--- src/rtl/hamming_pkg.sv ---
// Shared Hamming(15,11) constants and helpers used by the decoder, the
// syndrome sub-module and the matching 11->15 bit encoder.
package hamming_pkg;

  localparam int HAM_N = 15;
  localparam int HAM_K = 11;
  localparam int HAM_R = 4;

  // Bit indices of the parity bits (Hamming positions 1, 2, 4 and 8).
  localparam int POS_P1 = 0;
  localparam int POS_P2 = 1;
  localparam int POS_P4 = 3;
  localparam int POS_P8 = 7;

  // Syndrome bit k is the XOR of every codeword bit whose Hamming position
  // (index + 1) has bit k set.
  function automatic logic [HAM_R-1:0] sindrome_f(input logic [HAM_N-1:0] cw);
    logic [HAM_R-1:0] s;
    logic [3:0]       pos;
    s = '0;
    for (int i = 0; i < HAM_N; i++) begin
      pos = 4'(i + 1);
      for (int k = 0; k < HAM_R; k++) begin
        if (pos[k]) s[k] = s[k] ^ cw[i];
      end
    end
    return s;
  endfunction

  // Data bits sit at every position that is not a power of two.
  function automatic logic [HAM_K-1:0] extrai_dados_f(input logic [HAM_N-1:0] cw);
    return {cw[14:8], cw[6:4], cw[2]};
  endfunction

  // Encoder: place the data, then set each parity bit so that its own
  // syndrome bit becomes zero (each parity bit feeds only one syndrome bit).
  function automatic logic [HAM_N-1:0] codifica_f(input logic [HAM_K-1:0] d);
    logic [HAM_N-1:0] cw;
    logic [HAM_R-1:0] s;
    cw = {d[10:4], 1'b0, d[3:1], 1'b0, d[0], 2'b00};
    s  = sindrome_f(cw);
    cw[POS_P1] = s[0];
    cw[POS_P2] = s[1];
    cw[POS_P4] = s[2];
    cw[POS_P8] = s[3];
    return cw;
  endfunction

endpackage

--- src/rtl/calcula_sindrome.sv ---
// Combinational syndrome of a 15-bit Hamming codeword.
module calcula_sindrome
  import hamming_pkg::*;
(
  input  logic [14:0] codeword,
  output logic [3:0]  sindrome
);

  assign sindrome = sindrome_f(codeword);

endmodule

--- src/rtl/corrige_hamming.sv ---
// Two-stage streaming Hamming(15,11) single-error-correcting decoder with
// a saturating count of corrected words.
//
// Handshake: a word moves across a port on any rising edge where valid and
// ready are both high. A producer holds valid and its payload stable until
// that edge; ready never depends on in_valid. Here in_ready follows out_ready
// combinationally, and S2 outputs hold while out_ready is low.
module corrige_hamming
  import hamming_pkg::*;
#(
  parameter int CONT_W = 16
) (
  input  logic              clk,
  input  logic              rst,
  input  logic              in_valid,
  output logic              in_ready,
  input  logic [14:0]       entrada,
  output logic              out_valid,
  input  logic              out_ready,
  output logic [10:0]       saida,
  output logic [3:0]        sindrome,
  output logic              erro_corr,
  output logic [CONT_W-1:0] erro_count,
  input  logic              clr_count
);

  logic              s1_valid_q, s1_valid_d;
  logic [14:0]       s1_cw_q, s1_cw_d;
  logic [3:0]        s1_sind_q, s1_sind_d;
  logic              out_valid_q, out_valid_d;
  logic [10:0]       saida_q, saida_d;
  logic [3:0]        sindrome_q, sindrome_d;
  logic              erro_corr_q, erro_corr_d;
  logic [CONT_W-1:0] erro_count_q, erro_count_d;

  logic        adv1, adv2;
  logic [3:0]  sind_in;
  logic [3:0]  flip_idx;
  logic [14:0] cw_corr;

  calcula_sindrome u_sindrome (
    .codeword (entrada),
    .sindrome (sind_in)
  );

  // Stage advance: a stage may load when it is empty or its contents leave.
  always_comb begin
    adv2     = !out_valid_q || out_ready;
    adv1     = !s1_valid_q || adv2;
    in_ready = adv1;
  end

  // S1: capture the codeword and its syndrome.
  always_comb begin
    s1_valid_d = s1_valid_q;
    s1_cw_d    = s1_cw_q;
    s1_sind_d  = s1_sind_q;
    if (adv1) begin
      s1_valid_d = in_valid;
      if (in_valid) begin
        s1_cw_d   = entrada;
        s1_sind_d = sind_in;
      end
    end
  end

  // S2: flip the bit named by the syndrome and extract the data bits.
  always_comb begin
    flip_idx    = s1_sind_q - 4'd1;
    cw_corr     = s1_cw_q;
    if (s1_sind_q != 4'd0) cw_corr = s1_cw_q ^ (15'd1 << flip_idx);
    out_valid_d = out_valid_q;
    saida_d     = saida_q;
    sindrome_d  = sindrome_q;
    erro_corr_d = erro_corr_q;
    if (adv2) begin
      out_valid_d = s1_valid_q;
      if (s1_valid_q) begin
        saida_d     = extrai_dados_f(cw_corr);
        sindrome_d  = s1_sind_q;
        erro_corr_d = (s1_sind_q != 4'd0);
      end
    end
  end

  // Corrected-word counter: clear wins, otherwise saturating increment.
  always_comb begin
    erro_count_d = erro_count_q;
    if (clr_count) begin
      erro_count_d = '0;
    end else if (out_valid_q && out_ready && erro_corr_q &&
                 (erro_count_q != {CONT_W{1'b1}})) begin
      erro_count_d = erro_count_q + CONT_W'(1);
    end
  end

  // State registers, cleared asynchronously.
  always_ff @(posedge clk or posedge rst) begin
    if (rst) begin
      s1_valid_q   <= 1'b0;
      s1_cw_q      <= '0;
      s1_sind_q    <= '0;
      out_valid_q  <= 1'b0;
      saida_q      <= '0;
      sindrome_q   <= '0;
      erro_corr_q  <= 1'b0;
      erro_count_q <= '0;
    end else begin
      s1_valid_q   <= s1_valid_d;
      s1_cw_q      <= s1_cw_d;
      s1_sind_q    <= s1_sind_d;
      out_valid_q  <= out_valid_d;
      saida_q      <= saida_d;
      sindrome_q   <= sindrome_d;
      erro_corr_q  <= erro_corr_d;
      erro_count_q <= erro_count_d;
    end
  end

  assign out_valid  = out_valid_q;
  assign saida      = saida_q;
  assign sindrome   = sindrome_q;
  assign erro_corr  = erro_corr_q;
  assign erro_count = erro_count_q;

endmodule

--- config.mk ---
export PLATFORM = sky130hd
export DESIGN_NAME = corrige_hamming
export DESIGN_NICKNAME = d
export VERILOG_FILES = /design/src/rtl/hamming_pkg.sv /design/src/rtl/calcula_sindrome.sv /design/src/rtl/corrige_hamming.sv
export SDC_FILE = /design/constraint.sdc
export NUM_CORES = 1
export LEC_CHECK = 0
export ABC_AREA = 1
export CAP_MARGIN = 15
export CORE_UTILIZATION = 47
export CTS_CLUSTER_SIZE = 20
export DETAILED_ROUTE_END_ITERATION = 10
export GPL_TIMING_DRIVEN = 0
export PLACE_DENSITY = 0.76
export SYNTH_ARGS = -nofsm -noshare
export SYNTH_HDL_FRONTEND = slang
export SYNTH_SLANG_ARGS = --single-unit
--- constraint.sdc ---
create_clock -name clk -period 1.6 [get_ports clk]
set_input_delay 0.4 -clock clk [delete_from_list [all_inputs] [get_ports clk]]
set_output_delay 0.4 -clock clk [all_outputs]
set_load 0.05 [all_outputs]
Yosys cells after proc, flatten, opt, wreduce, memory -nomap -nowiden. Cells that the tools add are included.

Flip-flop bits (word level): 53. Input bits: 20. Output and inout port bits: 34. Word-level logic and storage cells: 55.

Add/subtract/negate cells: 2. Equal/unequal tests: 1. Shift-type cells: 1. Muxes and demuxes: 3. Bitwise operators: 29. Reductions and logical operators: 11.

Operators with widths (number): $mux W16 (2); $xor A1 B1 Y1 (28); $add A16 B1 Y16 const B (1); $ne A16 B16 Y1 const B (1); $mux W15 (1); $shl A1 B4 Y15 const A (1); $xor A15 B15 Y15 (1); $reduce_and A2 Y1 (2); $reduce_bool A4 Y1 (1); $sub A4 B1 Y4 const B (1); $logic_and A1 B1 Y1 (3); $logic_not A1 Y1 (2); $logic_or A1 B1 Y1 (2); $reduce_bool A2 Y1 (1).

Logic depth before layout (Yosys ltp).
Depth after elaboration: 7. Gate-level depth with buffers: 11. Gate-level depth less buffers: 10.

Modules after synthesis. Synthesis repeated with hierarchy kept, for this count alone.

Cells, all modules: 372. Area, all modules: 2813.9 sq um.

Modules (own cells, without submodules): corrige_hamming (instances 1, cells each 282, area each 2407.3 sq um, seq. area each 1226.2 sq um); calcula_sindrome (instances 1, cells each 90, area each 406.6 sq um, seq. area each 0.0 sq um).

Least setup slack after synthesis. OpenSTA, ideal clock, no wires.

Kind: reg2reg. Start: register out_valid_q, in the netlist out_valid. End: register s1_cw_q[13]. Setup time: 0.133 ns. Data arrival time: 1.955 ns. Required time: 1.467 ns. Setup slack: -0.488 ns. Cell stages (with the launch flop): 5. Buffers on the path: 1. Period minus slack after synthesis: 2.088 ns. Cells stage by stage: dfrtp_1 > nand3_1 > nand2_1 > clkbuf_1 > o21ai_0.

Cells in the longest elaborated chain, start to end: 4.

RTL lines: from (decl) (RTL line corrige_hamming.sv:30) `logic out_valid_q, out_valid_d;`; from (signal assigned) (RTL line corrige_hamming.sv:112) `out_valid_q <= out_valid_d;`; $logic_not A1 Y1 (RTL line corrige_hamming.sv:48) `adv2 = !out_valid_q || out_ready;`; $logic_or A1 B1 Y1 (RTL line corrige_hamming.sv:48); $logic_or A1 B1 Y1 (RTL line corrige_hamming.sv:49) `adv1 = !s1_valid_q || adv2;`; named net in_ready (RTL line corrige_hamming.sv:16) `output logic in_ready,`; $reduce_and A2 Y1 (no source line); to (signal assigned) (RTL line corrige_hamming.sv:110) `s1_cw_q <= s1_cw_d;`; to (decl) (RTL line corrige_hamming.sv:28) `logic [14:0] s1_cw_q, s1_cw_d;`.

The timed path passes the listed nets, and every way through them passes these cells. A chain may end at the register's enable or synchronous reset.

Final worst setup path.
Start: register erro_count_q[1], in the netlist erro_count[1]. End: output erro_count[1].

RTL lines: from (decl) (RTL line corrige_hamming.sv:34) `logic [CONT_W-1:0] erro_count_q, erro_count_d;`; from (signal assigned) (RTL line corrige_hamming.sv:116) `erro_count_q <= erro_count_d;`; to (decl) (RTL line corrige_hamming.sv:23) `output logic [CONT_W-1:0] erro_count,`.

No word-level cell between the ends.

==> metrics.txt <==
TritonRoute pass-1 iters=4; CTS tree=done; commonest non-fill, non-tap cell in the layout=nand2_1; EDFF count, synth=0; status=completed; Cells after Synth=393; WS Path Type=register to output pin; delay of the slowest critical-path stage=0.43 ns; post-route insts no fill=534; crit end category=output pin; share of cells above drive strength 1=17.5%; Total Power=3.90 mW; Clock Power Share=20.2%; final hold violation count=0; M3 GR Usage=2.74%; cts hold-fix bufs=0; busiest grt layer=met2; net switching power=1.61 mW; Flop pwr share=41.5%; worst endpoint required time=1.20 ns; CP arrival=1.20 ns; # port buffers=52; fin crit share=99.8%; PD cells=1060 nW/µm²; fin nets=482; area growth from synthesis to layout=30.0%; Crit. path cell count=2; first-pass GRT wire length=11,300 µm; Die X=79.7 µm; worst-case reg-to-reg path depth=10; grt ovf=0; initial antenna violation count=0; number of remaining DRC errors=0; unrepaired setup endpoints after global routing=yes; most frequent cells in the layout=nand2_1, nand3_1, dfrtp_1; gp weighted congestion=0.867; Synth warnings=0; CTS root buf=clkbuf_8; Post-Place Cells=517; DR WL/cell=12.6 µm; Finish-stage setup viols=0; htree depth=2; Post-Route WL=6750 µm; Routed Antenna Nets=0; Post-Synthesis Mean Instance Area=7.21 µm²; worst slew pin tran=0.499 ns; Logic pwr share=38.3%; P_int=2.29 mW; Starting Density=50.2%; vias in the first global route=2,600; slew margin rel.=66.8%; number of max-cap violations=0; Max Clock Freq=626 MHz; DR iter-0 viols=135; VDD IR-drop max=570 µV; largest net degree at the start of global routing=50; Sw Share=41.3%; CP bufs+invs=2; Rows=27; Reg2Reg Setup Slack=0.05 ns; GRT met1 Usage=24.6%; number of synthesized register bits=49; worst skew pair latency=0.30 ns; ys flop type=dfrtp_1; grt met2 use=45.3%; Net Count, Synth=414; ys async rst share=100%; Post-DP HPWL=5080 µm; Hold Slack=0.339 ns; Hold Crit Class=primary input to asynchronous set/reset pin; crit-path cells=buf_4 -> clkdlybuf4s15_2; Fin Clk Skew=0.00265 ns; CP Launch Type=register; number of distinct library cells after synthesis=24; CP top delay family=buffers and inverters; Die Ht=79.7 µm; Core ar.=5640 µm²; CTS Sinks=49; Worst-path clk slew=0.09 ns; # IOs=54; crit-path max FO=2; maximum buffer depth of the clock tree=2; CTS Buf Count=5; crit path time final=1.60 ns; GRT Total Usage=23.2%; slowest CP cell=dfrtp_2; number of antenna diodes=0; vias after detailed routing=2,730; die area=6340 µm²; utilization after layout=65.3%; synthesized cell area=2830 µm²; register area share after synthesis=43.3%; P_leak=1.78 nW; Via density=5.11; Slew Viols, Final=0
[state kept, by name, summed over array words and instances, names as in the netlist]
register and cells:
erro_corr 1, sindrome 4, erro_count 16, saida 11, s1_sind_q 4, s1_cw_q 11
out_valid 1, s1_valid_q 1
[metrics by stage]
step,cell area (µm²),setup slack [ns],setup TNS (ns)
4_1_cts,3630,0.00392,0
3_3_place_gp,3500,-0.638,-12.67
6_report,3680,0.00283,0
5_1_grt,3680,-0.0237,-0.0639
2_1_floorplan,2890,0.00000411,0
3_5_place_dp,3500,-0.641,-13.62
[worst reg2reg max path, cell delays in order, from the launching register on]
cell	delay, ns
dfrtp_2	0.41
ha_4	0.17
inv_2	0.05
nor2_4	0.16
nand2_4	0.09
nor2_4	0.13
nor2_4	0.06
nor2_8	0.15
buf_6	0.14
nand2_1	0.05
o21ai_1	0.09
[power by group through the flow]
| stage | Sequential (mW) | Combinational (mW) | Clock, mW |
|---|---|---|---|
| global route | 1.65 | 1.61 | 0.861 |
| CTS | 1.61 | 1.48 | 0.813 |
| detailed placement | 1.65 | 1.55 | 0 |
| global placement | 1.64 | 1.52 | 0 |
| finish | 1.62 | 1.49 | 0.789 |
| floorplan | 2.15 | 0.507 | 0 |
[timing repair]
action	CTS	global route
cloned	0	1
pin swaps	0	3
resized for setup	82	42
buffers inserted	2	5
endpoints found under the setup margin	35	62
[path summary, 6_finish.rpt]
path,start,end
worst max-delay path,erro_count[1],erro_count[1]
worst min-delay path,rst,erro_count[0]
worst max register to register,erro_count[0],erro_count[12]
worst min register to register,sindrome[1],sindrome[1]
max in group asynchronous,rst,erro_count[7]
min in group clk,out_ready,s1_valid_q
[synthesized netlist by cell type, drive strengths merged, types with 2 or more instances]
cell type,number,area [µm²]
nand3,38,190
dfrtp,49,1230
nand2,152,576
inv,36,135
nor2,31,148
buf,4,31.3
nand3b,2,15.0
nand4,11,68.8
xor2,16,140
o21ai,33,165
o21bai,4,30.0
clkbuf,7,26.3
xnor2,6,52.6
[per-layer routing]
layer	vias to the layer above	share of wire, %
met1	1264	40
met2	75	55
met3	13	3.3
met4	0	2.5
met5	-	0
li1	1378	-
[cells by family after synthesis]
| group | count (synthesis) | share of synthesized area (%) |
|---|---|---|
| DFF | 49 | 43.3 |
| xor gates and xnor gates | 22 | 6.80 |
| adders and majority gates | 1 | 0.441 |
| buffers and inverters | 47 | 6.80 |
| AOI/OAI and AO/OA | 39 | 7.28 |
| and+or+nand+nor | 235 | 35.4 |
[layout make-up]
cell class	instances	area, µm²
Buffer	11	67.6
Clock buffer	7	96.3
Clock inverter	1	5.00
Fill cell	505	1960
Inverter	36	139
Multi-Input combinational cell	297	1460
Sequential cell	49	1240
Tap cell	72	90.1
Timing Repair Buffer	61	583
(Power assumes the default switching activity.)
